File: src/rtl/schedw.sv
// schedw: phase scheduler for the multicycle core.
// Memory phases stretch with wait states and bus ready; run/halt/step control.
module schedw #(
  parameter int WS_WIDTH  = 4,
  parameter int CNT_WIDTH = 32
) (
  input  logic                 clk,
  input  logic                 reset,
  input  logic                 run,
  input  logic                 step,
  input  logic [WS_WIDTH-1:0]  mem_ws,
  input  logic                 mem_acc,
  input  logic                 mem_ready,
  output logic                 phf,
  output logic                 phe,
  output logic                 phm,
  output logic                 phw,
  output logic                 ph_last,
  output logic [2:0]           clk_stat,
  output logic                 halted,
  output logic [CNT_WIDTH-1:0] inst_cnt
);

  typedef enum logic [2:0] {
    S_HALT,
    S_F,
    S_E,
    S_M,
    S_W
  } state_t;

  localparam logic [WS_WIDTH-1:0] WS_ONE =
    {{(WS_WIDTH-1){1'b0}}, 1'b1};
  localparam logic [CNT_WIDTH-1:0] CNT_ONE =
    {{(CNT_WIDTH-1){1'b0}}, 1'b1};

  state_t               r_state;
  logic [WS_WIDTH-1:0]  r_cnt;
  logic                 r_acc;
  logic                 r_step;
  logic [CNT_WIDTH-1:0] r_inst;

  logic       w_zero;
  logic       w_rdy;
  logic       w_last;
  logic       w_mem;
  logic       w_go;
  logic [1:0] w_idx;

  assign w_zero = (r_cnt == '0);
  // a non-accessing MEM phase never waits on the bus
  assign w_rdy  = mem_ready | ((r_state == S_M) & ~r_acc);
  assign w_mem  = (r_state == S_F) | (r_state == S_M);
  assign w_go   = run | (r_step & run);

  always_comb begin
    w_last = 1'b0;
    w_idx  = 2'd0;
    case (r_state)
      S_F: begin
        w_last = w_zero & w_rdy;
        w_idx  = 2'd0;
      end
      S_E: begin
        w_last = 1'b1;
        w_idx  = 2'd1;
      end
      S_M: begin
        w_last = w_zero & w_rdy;
        w_idx  = 2'd2;
      end
      S_W: begin
        w_last = 1'b1;
        w_idx  = 2'd3;
      end
      default: begin
        w_last = 1'b0;
        w_idx  = 2'd0;
      end
    endcase
  end

  assign phf      = (r_state == S_F);
  assign phe      = (r_state == S_E);
  assign phm      = (r_state == S_M);
  assign phw      = (r_state == S_W);
  assign halted   = (r_state == S_HALT);
  assign ph_last  = w_last;
  assign clk_stat = {halted | (w_mem & ~w_last), w_idx};
  assign inst_cnt = r_inst;

  always_ff @(posedge clk) begin
    if (reset) begin
      r_state <= S_F;
      r_cnt   <= mem_ws;
      r_acc   <= 1'b0;
      r_step  <= 1'b0;
      r_inst  <= '0;
    end else begin
      case (r_state)
        S_F: begin
          if (!w_zero) r_cnt <= r_cnt - WS_ONE;
          if (w_last) r_state <= S_E;
        end
        S_E: begin
          r_state <= S_M;
          r_acc   <= mem_acc;
          r_cnt   <= mem_acc ? mem_ws : '0;
        end
        S_M: begin
          if (!w_zero) r_cnt <= r_cnt - WS_ONE;
          if (w_last) r_state <= S_W;
        end
        S_W: begin
          r_inst <= r_inst + CNT_ONE;
          r_step <= 1'b0;
          if (w_go) begin
            r_state <= S_F;
            r_cnt   <= mem_ws;
          end else begin
            r_state <= S_HALT;
          end
        end
        default: begin
          if (run | step) begin
            r_state <= S_F;
            r_cnt   <= mem_ws;
            r_step  <= step & ~run;
          end
        end
      endcase
    end
  end

endmodule

File: config.mk
export PLATFORM = sky130hd
export DESIGN_NAME = schedw
export DESIGN_NICKNAME = d
export VERILOG_FILES = /design/src/rtl/schedw.sv
export SDC_FILE = /design/constraint.sdc
export NUM_CORES = 1
export LEC_CHECK = 0
export BUFFER_PORTS_ARGS = -buffer_cell sky130_fd_sc_hd__clkbuf_2
export CORE_MARGIN = 10
export CORE_UTILIZATION = 53
export DETAILED_ROUTE_END_ITERATION = 10
export GPL_TIMING_DRIVEN = 0
export PLACE_DENSITY = 0.79
export SETUP_SLACK_MARGIN = 0.3
export SYNTH_ARGS = -nofsm -noshare
export SYNTH_HDL_FRONTEND = slang
export SYNTH_SLANG_ARGS = --single-unit
File: constraint.sdc
create_clock -name clk -period 2.5 [get_ports clk]
set_input_delay 0.625 -clock clk [delete_from_list [all_inputs] [get_ports clk]]
set_output_delay 0.625 -clock clk [all_outputs]
set_load 0.05 [all_outputs]
Yosys cells after proc, flatten, opt, wreduce, memory -nomap -nowiden

Index checks and enable logic that the tools add are counted.

Register bits: 41
Bits of input ports: 10
Output and inout port bits: 41
Word-level logic and storage cells: 55

Add/sub/neg operators: 2
Eq/ne operators: 8
Multiplexer cells: 15
Bitwise gates (word level): 14
Reduce and logical (&&, ||, !) cells: 11

Operator list:

| cell                                              | count |
|---|---|
| adder 32 x 1 -> 32 bit (second input constant)    | 1 |
| 2-to-1 mux 4 bit                                  | 5 |
| case mux 3 bit (4 select lines)                   | 1 |
| case mux 4 bit (3 select lines)                   | 1 |
| nonzero test 5 bit                                | 2 |
| 2-to-1 mux 3 bit                                  | 3 |
| == test 3 x 2 -> 1 bit (second input constant)    | 2 |
| case mux 2 bit (3 select lines)                   | 1 |
| AND reduction 3 bit                               | 2 |
| AND 1 bit                                         | 5 |
| OR 1 bit                                          | 5 |
| zero test 4 bit                                   | 1 |
| != test 2 x 1 -> 1 bit (second input constant)    | 2 |
| NOT 1 bit                                         | 4 |
| case mux 1 bit (2 select lines)                   | 2 |
| OR reduction 2 bit                                | 2 |
| subtractor 4 x 1 -> 4 bit (second input constant) | 1 |
| == test 3 x 1 -> 1 bit (second input constant)    | 1 |
| == test 3 bit (second input constant)             | 1 |
| zero test 3 bit                                   | 1 |
| != test 3 x 2 -> 1 bit (second input constant)    | 1 |
| != test 3 bit (second input constant)             | 1 |
| OR reduction 3 bit                                | 1 |
| 2-to-1 mux 1 bit                                  | 2 |
| 2 further kinds                                   | 2 |

Depth between registers and ports, before layout

Gate-level depths: netlist of the first run.

Depth after elaboration: 8
Mapped depth: 7

Least setup slack after synthesis of the first run

Ideal clock, no wire load.

Path type: reg-to-reg
Start: reg r_inst[0] (netlist: inst_cnt[0])
End: reg r_inst[28] (netlist: inst_cnt[28])
Setup time: 123 ps
Arrival: 2,324 ps
Data required time: 2,377 ps
Setup slack: 53 ps
Cell stages (with the launch flop): 8
Period minus slack after synthesis: 2,447 ps
Path through: dfxtp_1 > ha_1 > clkbuf_1 > nand3_1 > or4_1 > clkbuf_1 > nor3_1 > mux2_1

Word-level cells in the longest chain between the ends: 1

RTL lines:

| what                     | line | source |
|---|---|---|
| start: declaration       | 41   | `logic [CNT_WIDTH-1:0] r_inst;` |
| start signal: assignment | 115  | `r_inst <= r_inst + CNT_ONE;` |
| adder 32 x 1 -> 32 bit   | 115  |  |

No other way between the ends.
A chain may end at the register's enable or synchronous reset.

Final worst setup path of the first run

Start: reg r_state[2]
End: reg r_inst[26] (netlist: inst_cnt[26])

Word-level cells in the longest chain between the ends: 1

RTL lines:

| what                     | line | source |
|---|---|---|
| start: declaration       | 37   | `state_t r_state;` |
| start signal: assignment | 94   | `r_state <= S_F;` |
| start signal: assignment | 103  | `if (w_last) r_state <= S_E;` |
| start signal: assignment | 106  | `r_state <= S_M;` |
| == test 3 bit            | 100  | `case (r_state)` |

No other way between the ends.

==> summary.txt, run 1 <==
Status
  – Status: finished clean

Logic synthesis
  – Post-synthesis cell count: 260
  – Post-synthesis async set-or-reset flop share: 0%
  – Synthesized Nets: 273
  – Sequential cell area fraction in the yosys report: roughly 40%
  – Cell variety after synth: 42
  – Flops & latches, synth: 40
  – Most frequent cells after synthesis: sky130_fd_sc_hd__dfxtp_1 (36), sky130_fd_sc_hd__nor2_1 (27), sky130_fd_sc_hd__nand2_1 (24)
  – Post-synthesis cell area: between 2000 and 2500 sq um
  – Cell types occupying the most area after synthesis: sky130_fd_sc_hd__dfxtp_1 (34%), sky130_fd_sc_hd__edfxtp_1 (5.7%), sky130_fd_sc_hd__nor2_1 (4.8%), sky130_fd_sc_hd__nand2_1 (4.2%), sky130_fd_sc_hd__a21oi_1 (3.8%)
  – Cell taking the most area after synthesis: sky130_fd_sc_hd__dfxtp_1
  – Most frequently used flop master after synthesis: sky130_fd_sc_hd__dfxtp_1
  – Number of warnings issued by yosys: 0
  – Leading cell type by number of instances after synthesis: sky130_fd_sc_hd__dfxtp_1
  – Mean cell area of the mapped netlist: around 8.2 sq um
  – Area share of the largest cell type after synthesis: 33.9%
  – Number of enable-type register cells in the synthesized netlist: 4

Critical path
  – Critical path endpoint category: flop
  – CP startpoint kind: flop
  – Worst endpoint data arrival time: about 2.4 ns
  – End point of the critical path: inst_cnt[26]
  – Reg-to-reg startpoint: r_state[2]
  – Reg2reg setup slack: between 0.3 and 0.4 ns
  – Worst Path Max Fanout: 8
  – Critical path launch point: r_state[2]
  – R2R Path End: inst_cnt[26]
  – Critical Path RT: around 2.7 ns
  – Logic depth of the worst register-to-register path: 6
  – Startpoint-to-endpoint class of the critical path: flop to flop

Power and ir drop
  – Pwr dens: about 550 nW/um^2
  – Leakage component of the power: 1.12 nW
  – Overall Power: roughly 1.5 mW
  – Worst ir drop on vdd: ~0.47 mV

Floorplanning
  – Core Footprint: between 3000 and 4000 sq um
  – Die outline area: just under 7000 sq um
  – Number of placement rows: 22
  – Die height: about 83 um
  – Horizontal die dimension: between 80 and 90 um
  – Starting Density: 56.3%
  – Number of top-level design ports: 51

Place
  – Global placement routability congestion: 0.845
  – Area post-placement: 2450 sq um
  – Placed cell count: roughly 360
  – # port buffers: 49
  – DP HPWL: around 4000 um
  – Setup Slack @ Placement: between 0.1 and 0.15 ns

STA
  – Slew @ Worst Pin: ~0.59 ns
  – Slew Limit Fails: 0
  – Slack of the critical path: 0.312 ns
  – Final TNS setup: 0 ns
  – Number of failing setup endpoints in the final timing report: 0
  – Relative slew slack: between 60% and 70%
  – Fin crit share: 87.5%
  – Setup skew after layout: a little under 0.006 ns
  – Final-report hold violation count: 0
  – Tightest hold margin: roughly 0.50 ns
  – Min Clock Period, post-route: 2.19 ns
  – Maximum clock frequency: ~0.46 GHz
  – RSZ-0062 raised after global routing: true

Drt
  – Length of the first detailed-routing pass in iterations: 4
  – Detail Route Antenna Nets: 0
  – Via-per-instance ratio: roughly 5.8
  – First-iteration detailed-routing DRC count: about 120
  – Via count of the routed design: ~2100
  – DRC violation count after routing: 0
  – Wire length after detailed routing: 5700 um
  – Routed length per instance: about 15 um

Clock tree
  – TritonCTS clock tree: done
  – Clock Sink Count: 40
  – Insertion delay of the later-clocked pin in the worst-skew pair: around 0.29 ns
  – Cts bufs inserted: 5
  – CTS HTree Levels: 2
  – Clock-pin slew of the registers on the worst-case setup and hold paths: roughly 0.080 ns
  – Number of buffers between clock root and the deepest sink: 2
  – Cell at the root of the clock tree: sky130_fd_sc_hd__clkbuf_8
  – Number of hold buffers added after CTS: 0

Layout
  – FF/Latch Area: ~860 sq um
  – Area of combinational cells with multiple inputs: roughly 1300 sq um
  – Post-route design area: about 2700 sq um
  – Antenna diodes: 0
  – Share of final-layout standard cells stronger than drive strength 1: 31.7%
  – Layout overhead on the synthesized area: 27.5%
  – Post-Layout Cell Count: 370
  – Layout fillers: between 300 and 400
  – Layout net count: between 300 and 400
  – Utilization after layout: 71.8%

Job
  – Reported max-cap violation count: 0

GRT
  – Wire length of the first global-routing pass: ~9300 um
  – Remaining global-route overflow: 0
  – Via count of the first global-routing pass: 2052
  – Overall Global Routing Usage: 15.3%
  – Largest net degree at the start of global routing: 12
  – Number of antenna violations at the first check in global routing: 0

Min path
  – Launch instance of the worst min-delay path: inst_cnt[21]
  – Worst min path class: flop to flop
cell families (layout without fill, tap and decap cells):
family,Yosys count,after routing,share of synthesized area [%]
AO/OA/AOI/OAI,43,43,12.2
XOR/XNOR,15,15,6.19
adder cells (fa/ha/maj),3,3,1.77
buffers and inverters,26,88,5.01
flip-flops,40,40,39.6
multiplexers,7,7,3.71
AND/OR/NAND/NOR,126,126,31.5
placed cells by master, fill, tap and decap left out, drive strengths merged, types with 9 or more instances in the layout:
| cell | count |
|---|---|
| clkbuf | 65 |
| nand3 | 12 |
| o21ai | 13 |
| a21oi | 16 |
| nand2 | 24 |
| buf | 11 |
| nor2 | 27 |
| nor3 | 9 |
| inv | 11 |
| dfxtp | 36 |
| nand4 | 10 |
flip-flops by register name (all words and copies together), names as in the netlist:
name and count:
inst_cnt 32, r_cnt 4, r_acc 1, r_state 3
final cells by class:
class	instances	area share (%)
Multi-Input combinational cell	194	47.5
Clock buffer	7	2.82
Inverter	11	1.52
Timing Repair Buffer	54	10.6
Clock inverter	1	0.139
Tap cell	48	2.22
Buffer	15	3.37
Sequential cell	40	31.8
critical path, stage by stage, from the launching register on:
cell,delay (ns)
sky130_fd_sc_hd__dfxtp_4,0.38
sky130_fd_sc_hd__or3b_1,0.36
sky130_fd_sc_hd__buf_6,0.14
sky130_fd_sc_hd__or4_4,0.54
sky130_fd_sc_hd__buf_8,0.16
sky130_fd_sc_hd__nor3_2,0.18
sky130_fd_sc_hd__mux2_4,0.32
where the power goes:
| part | internal [mW] | switching (mW) | total, mW |
|---|---|---|---|
| clock network | 0.194 | 0.217 | 0.412 |
| registers | 0.694 | 0.0344 | 0.729 |
| logic | 0.133 | 0.226 | 0.359 |
| total | 1.02 | 0.478 | 1.50 |
worst min path at each step:
stage                   endpoint  slack, ns  cells after the start
CTS                 inst_cnt[23]       0.50                      2
floorplan                  r_acc       0.45                      2
finish              inst_cnt[21]       0.50                      2
global route        inst_cnt[23]       0.53                      2
detailed placement  inst_cnt[23]       0.48                      2
global placement           r_acc       0.47                      2
metal layers:
metal / wire length [um] / GRT usage, %
met3: 345 / 4.30
met5: 0 / 0
met4: 79 / 5.08
met2: 2820 / 25.8
met1: 2460 / 18.1
timing repair:
action                                  4_1_cts  5_1_grt
endpoints found under the setup margin       16       14
gates resized for setup                      20       24
endpoints found under the hold margin         0        0
pin swaps                                     1        3
setup buffers                                 1        4
No activity file was read; power rests on OpenSTA's default activity.
==> inputs of run 2 (changes only) <==
- RECOVER_POWER: unset -> 25
==> summary.txt, run 2 (synthesized netlist as in run 1, its figures left out) <==
Status
  – Status: finished clean

Critical path
  – Crit path buf inv count: 2 (unchanged)
  – Cells along the critical path: clkbuf_1, nand2_1, nor2_1, clkbuf_2
  – CP startpoint kind: flop
  – Worst Path Max Fanout: 10 (+2)
  – Highest-delay cell along the critical path: sky130_fd_sc_hd__dfxtp_1
  – Startpoint-to-endpoint class of the critical path: flop to output pin
  – CP delay by family, top: buffers and inverters
  – Critical path endpoint category: output pin
  – Worst endpoint data arrival time: 1.58 ns (-0.79 ns)
  – Critical Path RT: 1.88 ns (-0.80 ns)
  – Delay of the slowest cell on the worst path: 0.41 ns (-0.13 ns)

STA
  – Final TNS setup: 0 ns (unchanged)
  – Maximum clock frequency: 0.453 GHz (-0.89%)
  – RSZ-0062 raised after global routing: true
  – Relative slew slack: 59.7% (-0.89 points)
  – Setup skew after layout: 0.00242 ns (-0.00344 ns)
  – Fin crit share: 88.3% (+0.79 points)
  – Min Clock Period, post-route: 2.21 ns (+0.0198 ns)
  – Tightest hold margin: 0.497 ns (+0.00156 ns)
  – Slew Limit Fails: 0 (unchanged)
  – Number of failing setup endpoints in the final timing report: 0 (unchanged)
  – Slack of the critical path: 0.292 ns (-0.0198 ns)
  – Slew @ Worst Pin: 0.607 ns (+0.0177 ns)
  – Final-report hold violation count: 0 (unchanged)

Floorplanning
  – Die outline area: 6940 sq um (unchanged)
  – Die height: 83.3 um (unchanged)
  – Core Footprint: 3770 sq um (unchanged)
  – Horizontal die dimension: 83.3 um (unchanged)
  – Number of top-level design ports: 51 (unchanged)
  – Starting Density: 56.3% (unchanged)
  – Number of placement rows: 22 (unchanged)

Drt
  – Length of the first detailed-routing pass in iterations: 4 (unchanged)
  – First-iteration detailed-routing DRC count: 131 (+12%)
  – Via count of the routed design: 2105 (-1.1%)
  – Detail Route Antenna Nets: 0 (unchanged)
  – Wire length after detailed routing: 5740 um (+0.75%)
  – DRC violation count after routing: 0 (unchanged)
  – Via-per-instance ratio: 5.69 (-1.1%)
  – Routed length per instance: 15.5 um (+0.75%)

Clock tree
  – Cts bufs inserted: 5 (unchanged)
  – Insertion delay of the later-clocked pin in the worst-skew pair: 0.29 ns (about the same)
  – TritonCTS clock tree: done
  – Clock Sink Count: 40 (unchanged)
  – CTS HTree Levels: 2 (unchanged)
  – Cell at the root of the clock tree: sky130_fd_sc_hd__clkbuf_8
  – Clock-pin slew of the registers on the worst-case setup and hold paths: 0.08 ns (about the same)
  – Number of buffers between clock root and the deepest sink: 2 (unchanged)

GRT
  – Via count of the first global-routing pass: 2052 (unchanged)
  – Wire length of the first global-routing pass: 9320 um (unchanged)
  – Overall Global Routing Usage: 15.3% (unchanged)
  – Remaining global-route overflow: 0 (unchanged)
  – Number of antenna violations at the first check in global routing: 0 (unchanged)
  – Largest net degree at the start of global routing: 12 (unchanged)

Power and ir drop
  – Power spent charging and discharging nets: 483 uW (+1.0%)
  – Overall Power: 1.50 mW (+0.23%)
  – Pwr dens: 558 nW/um^2 (+0.83%)
  – Cell internal power dissipation: 1.02 mW (-0.14%)
  – Worst ir drop on vdd: 0.472 mV (-0.33%)
  – Share of power burned in registers: 48.4% (-0.2 points)
  – Portion of total power attributed to the clock network: 27.7% (+0.3 points)
  – Leakage component of the power: 1.08 nW (-3.6%)
  – Proportion of power drawn by combinational gates: 23.8% (about the same)
  – Sw frac: 32.1% (+0.25 points)

Layout
  – Post-route design area: 2690 sq um (-0.60%)
  – Layout net count: 334 (unchanged)
  – Antenna diodes: 0 (unchanged)
  – Leading cell types in the layout, fill and taps excluded: sky130_fd_sc_hd__clkbuf_2 (38), sky130_fd_sc_hd__nor2_1 (27), sky130_fd_sc_hd__dfxtp_1 (26), sky130_fd_sc_hd__nand2_1 (24), sky130_fd_sc_hd__clkbuf_1 (21)
  – Layout fillers: 302 (+0.33%)
  – Share of final-layout standard cells stronger than drive strength 1: 27.6% (-4.0 points)
  – Layout overhead on the synthesized area: 26.8%
  – Post-Layout Cell Count: 370 (unchanged)
  – Most common library cell in the layout ignoring fill and taps: sky130_fd_sc_hd__clkbuf_2
  – Utilization after layout: 71.4% (-0.43 points)
  – Flip-flop count of the largest register after layout: 32 (unchanged)

Place
  – Area post-placement: 2450 sq um (unchanged)
  – DP HPWL: 4000 um (unchanged)
  – # port buffers: 49 (unchanged)
  – Placed cell count: 357 (unchanged)
  – Global placement routability congestion: 0.845 (unchanged)
  – Setup Slack @ Placement: 0.122 ns (unchanged)

Min path
  – Worst min path class: flop to flop

Job
  – Reported max-cap violation count: 0 (unchanged)
run 2: path summary, 6_finish.rpt:
path	start	depth (start not counted)	slack, ns	end
max	r_state[0]	4	0.29	phf
min	inst_cnt[23]	2	0.50	inst_cnt[23]
max reg2reg	r_state[0]	6	0.29	inst_cnt[26]
min reg2reg	inst_cnt[23]	2	0.50	inst_cnt[23]
run 2: power by group through the flow:
stage	Combinational (mW)	Sequential, mW	Clock, mW
after floorplan	0.244	0.731	0
after global placement	0.301	0.739	0
after detailed placement	0.305	0.740	0
after CTS	0.317	0.726	0.416
after global routing	0.390	0.731	0.446
final	0.358	0.728	0.417
run 2: layout make-up:
cell class | count | area (sq um) | area share, %
multi-input combinational | 194 | 1280 | 47.7
sequential | 40 | 861 | 32.0
timing repair buffer | 54 | 274 | 10.2
buffer | 15 | 90.1 | 3.35
clock buffer | 7 | 76.3 | 2.84
tap | 48 | 60.1 | 2.23
inverter | 11 | 41.3 | 1.53
clock inverter | 1 | 3.75 | 0.139
run 2: tightest hold or removal path: stages (launching register included):
cell and delay, ns:
sky130_fd_sc_hd__dfxtp_1 0.33, sky130_fd_sc_hd__o31ai_1 0.07, sky130_fd_sc_hd__a21oi_1 0.05
run 2: timing repair:
action                                  in CTS  in global routing
hold buffers                                 0                  0
pin swaps                                    1                  3
endpoints found under the setup margin      16                 14
setup buffers                                1                  4
resized for setup                           20                 24
hold endpoints to repair                     0                  0
run 2: per-layer routing:
metal	vias to the layer above	global-route usage, %	wire length [um]
met5	-	0	0
met4	0	5.08	59
met3	4	4.30	304
met2	51	25.8	2820
met1	998	18.1	2560
li1	1052	-	-
==> inputs of run 3 (changes only) <==
- ABC_AREA: unset -> 1
- CORE_UTILIZATION: 53 -> 54
- PLACE_DENSITY: 0.79 -> 0.8
- SKIP_LAST_GASP: unset -> 1
==> summary.txt, run 3 <==
Layout
  – Post-Layout Cell Count: 464 (+25%)
  – Utilization after layout: 68.3% (-3.1 points)
  – Layout fillers: 369 (+22%)
  – Leading cell types in the layout, fill and taps excluded: sky130_fd_sc_hd__nand2_1 (73), sky130_fd_sc_hd__nor2_1 (62), sky130_fd_sc_hd__inv_1 (59), sky130_fd_sc_hd__clkbuf_2 (45), sky130_fd_sc_hd__dfxtp_1 (35)
  – Layout net count: 426 (+28%)
  – Most common library cell in the layout ignoring fill and taps: sky130_fd_sc_hd__nand2_1
  – Flip-flop count of the largest register after layout: 32 (unchanged)
  – Share of final-layout standard cells stronger than drive strength 1: 20.5% (-7.1 points)
  – Antenna diodes: 0 (unchanged)
  – Layout overhead on the synthesized area: 20.9%

Floorplanning
  – Die outline area: 7250 sq um (+4.5%)
  – Horizontal die dimension: 85.2 um (+2.2%)
  – Starting Density: 56.5% (+0.19 points)
  – Die height: 85.2 um (+2.2%)
  – Number of top-level design ports: 51 (unchanged)
  – Number of placement rows: 23 (+4.5%)
  – Core Footprint: 4060 sq um (+7.6%)

Critical path
  – Cells along the critical path: inv_1, nor2_4, nand2_2, o21bai_1, nand2_2, nand2_2, o21ai_2, clkbuf_8
  – Crit path buf inv count: 2 (unchanged)
  – Worst Path Max Fanout: 4 (-6)
  – CP startpoint kind: flop
  – CP delay by family, top: flip-flops
  – CP most frequent cell: sky130_fd_sc_hd__nand2_2
  – Critical Path RT: 1.88 ns (about the same)
  – Highest-delay cell along the critical path: sky130_fd_sc_hd__dfxtp_1
  – Delay of the slowest cell on the worst path: 0.40 ns (about the same)
  – Startpoint-to-endpoint class of the critical path: flop to output pin
  – Critical path endpoint category: output pin
  – Worst endpoint data arrival time: 1.59 ns (about the same)

Drt
  – First-iteration detailed-routing DRC count: 120 (-8.4%)
  – Length of the first detailed-routing pass in iterations: 4 (unchanged)
  – Met3 wire length: 501 um (+65%)
  – Via-per-instance ratio: 5.06 (-11%)
  – Routed length per instance: 13.0 um (-16%)
  – Sum of routed wire segments on met1: 2650 um (+3.6%)
  – Highest Signal Layer: met4
  – Wire length after detailed routing: 6010 um (+4.7%)
  – DRC violation count after routing: 0 (unchanged)
  – Detail Route Antenna Nets: 0 (unchanged)
  – Via count of the routed design: 2346 (+11%)
  – Met2 WL: 2770 um (-1.9%)

GRT
  – Overall Global Routing Usage: 16.4% (+1.1 points)
  – Number of antenna violations at the first check in global routing: 0 (unchanged)
  – Wire length of the first global-routing pass: 10100 um (+8.5%)
  – Via count of the first global-routing pass: 2314 (+13%)
  – Largest net degree at the start of global routing: 14 (+2)
  – Remaining global-route overflow: 0 (unchanged)

Place
  – Global placement routability congestion: 0.902 (+6.7%)
  – Setup Slack @ Placement: 0.450 ns (+0.328 ns)
  – Placed cell count: 448 (+25%)
  – # port buffers: 50 (+2.0%)
  – DP HPWL: 4640 um (+16%)

Power and ir drop
  – Overall Power: 2.32 mW (+54%)
  – Leakage component of the power: 1.35 nW (+25%)
  – Pwr dens: 836 nW/um^2 (+50%)
  – Worst ir drop on vdd: 0.341 mV (-28%)

STA
  – Relative slew slack: 58.8% (-0.94 points)
  – Final-report hold violation count: 0 (unchanged)
  – RSZ-0062 raised after global routing: true
  – Min Clock Period, post-route: 2.21 ns (+0.00203 ns)
  – Maximum clock frequency: 0.452 GHz (about the same)
  – Fin crit share: 88.4% (about the same)
  – Slew @ Worst Pin: 0.621 ns (+0.0142 ns)
  – Slack of the critical path: 0.290 ns (-0.00203 ns)
  – Setup skew after layout: 0.00905 ns (+0.00663 ns)
  – Number of failing setup endpoints in the final timing report: 0 (unchanged)
  – Final TNS setup: 0 ns (unchanged)
  – Slew Limit Fails: 0 (unchanged)

Logic synthesis
  – Area share of the largest cell type after synthesis: 31.4% (-2.5 points)
  – Cell taking the most area after synthesis: sky130_fd_sc_hd__dfxtp_1
  – Most frequent cells after synthesis: sky130_fd_sc_hd__nand2_1 (76), sky130_fd_sc_hd__inv_1 (60), sky130_fd_sc_hd__nor2_1 (60)
  – Cell types occupying the most area after synthesis: sky130_fd_sc_hd__dfxtp_1 (31%), sky130_fd_sc_hd__nand2_1 (12%), sky130_fd_sc_hd__inv_1 (9.8%), sky130_fd_sc_hd__nor2_1 (9.8%), sky130_fd_sc_hd__edfxtp_1 (5.2%)
  – Post-synthesis cell count: 348 (+34%)
  – Synthesized Nets: 361 (+32%)
  – Post-synthesis cell area: 2290 sq um (+8.0%)
  – Post-synthesis async set-or-reset flop share: 0% (unchanged)
  – Leading cell type by number of instances after synthesis: sky130_fd_sc_hd__nand2_1
  – Number of enable-type register cells in the synthesized netlist: 4 (unchanged)
  – Mean cell area of the mapped netlist: 6.59 sq um (-19%)
  – Cell variety after synth: 33 (-21%)
  – Flops & latches, synth: 40 (unchanged)
  – Most frequently used flop master after synthesis: sky130_fd_sc_hd__dfxtp_1
  – Number of warnings issued by yosys: 0 (unchanged)
  – Sequential cell area fraction in the yosys report: 36.7% (-2.9 points)

Clock tree
  – Cell at the root of the clock tree: sky130_fd_sc_hd__clkbuf_8
  – TritonCTS clock tree: done
  – CTS HTree Levels: 2 (unchanged)
  – Insertion delay of the later-clocked pin in the worst-skew pair: 0.30 ns (about the same)
  – Number of buffers between clock root and the deepest sink: 2 (unchanged)
  – Cts bufs inserted: 5 (unchanged)
  – Clock Sink Count: 40 (unchanged)
  – Clock-pin slew of the registers on the worst-case setup and hold paths: 0.08 ns (about the same)

Job
  – Reported max-cap violation count: 0 (unchanged)

Status
  – Status: finished clean

Min path
  – Worst min path class: flop to flop
run 3: cell types whose count changed after synthesis, sizes merged, moves of 6 or more:
cell,previous run,this run
inv,11,61
clkbuf,13,3
or3,6,0
nor2,27,69
nand2,24,80
mux2,7,0
xor2,8,1
or4,7,0
nand3,12,25
nor2b,8,0
run 3: repair_timing:
| action | 4_1_cts | 5_1_grt |
|---|---|---|
| endpoints found under the setup margin | 2 | 2 |
| buffers inserted | 2 | 6 |
| pin swaps | 1 | 5 |
| resized for setup | 8 | 8 |
| hold buffers | 0 | 0 |
run 3: metal layers:
layer,track usage [%],up-vias
li1,-,1242
met1,19.3,1022
met2,27.4,72
met3,5.35,10
met4,5.39,0
met5,0,-
run 3: worst reg2reg max path: stages (launching register included):
cell                      delay, ns
sky130_fd_sc_hd__dfxtp_1       0.40
sky130_fd_sc_hd__nor2_4        0.17
sky130_fd_sc_hd__nand2_4       0.09
sky130_fd_sc_hd__nor2_1        0.42
sky130_fd_sc_hd__nand3_1       0.23
sky130_fd_sc_hd__nor2_1        0.31
sky130_fd_sc_hd__nand2_1       0.13
sky130_fd_sc_hd__nand2_1       0.08
sky130_fd_sc_hd__nand2_1       0.04
sky130_fd_sc_hd__nor2_1        0.09
run 3: metrics by stage:
stage | area [sq um] | hold WS (ns)
global route | 2770 | 0.515
CTS | 2760 | 0.471
floorplan | 2290 | 0.445
global placement | 2610 | 0.457
detailed placement | 2610 | 0.456
finish | 2770 | 0.469
run 3: area by class of cell:
type                       count  area, sq um  share of cell area, %
multi-input combinational    243         1170                   42.3
sequential                    40          845                   30.5
timing repair buffer          58          318                   11.5
inverter                      61          229                   8.27
clock buffer                   5         68.8                   2.48
tap                           50         62.6                   2.26
clock inverter                 3         42.5                   1.54
buffer                         4         32.5                   1.17
run 3: cells by family after synthesis:
family                   after synthesis  synth area share, %
adder cells (fa/ha/maj)                3                 1.64
buffers and inverters                 65                 11.4
AND/OR/NAND/NOR                      198                 39.7
flip-flops                            40                 36.7
AO/OA/AOI/OAI                         39                 9.39
XOR/XNOR                               3                 1.15
run 3: worst paths after layout:
kind	startpoint	end	slack, ns	cells after the start
max	r_state[0]	clk_stat[2]	0.29	8
min	r_acc	r_acc	0.47	2
min reg2reg	r_acc	r_acc	0.47	2
max reg2reg	r_state[1]	inst_cnt[25]	0.48	9
run 3: report_power, final:
part / leakage (nW) / internal (mW) / total (mW) / switching (mW)
clock network: 0.0541 / 0.296 / 0.537 / 0.241
logic: 0.967 / 0.357 / 0.972 / 0.615
registers: 0.334 / 0.731 / 0.808 / 0.0766
total: 1.35 / 1.38 / 2.32 / 0.933
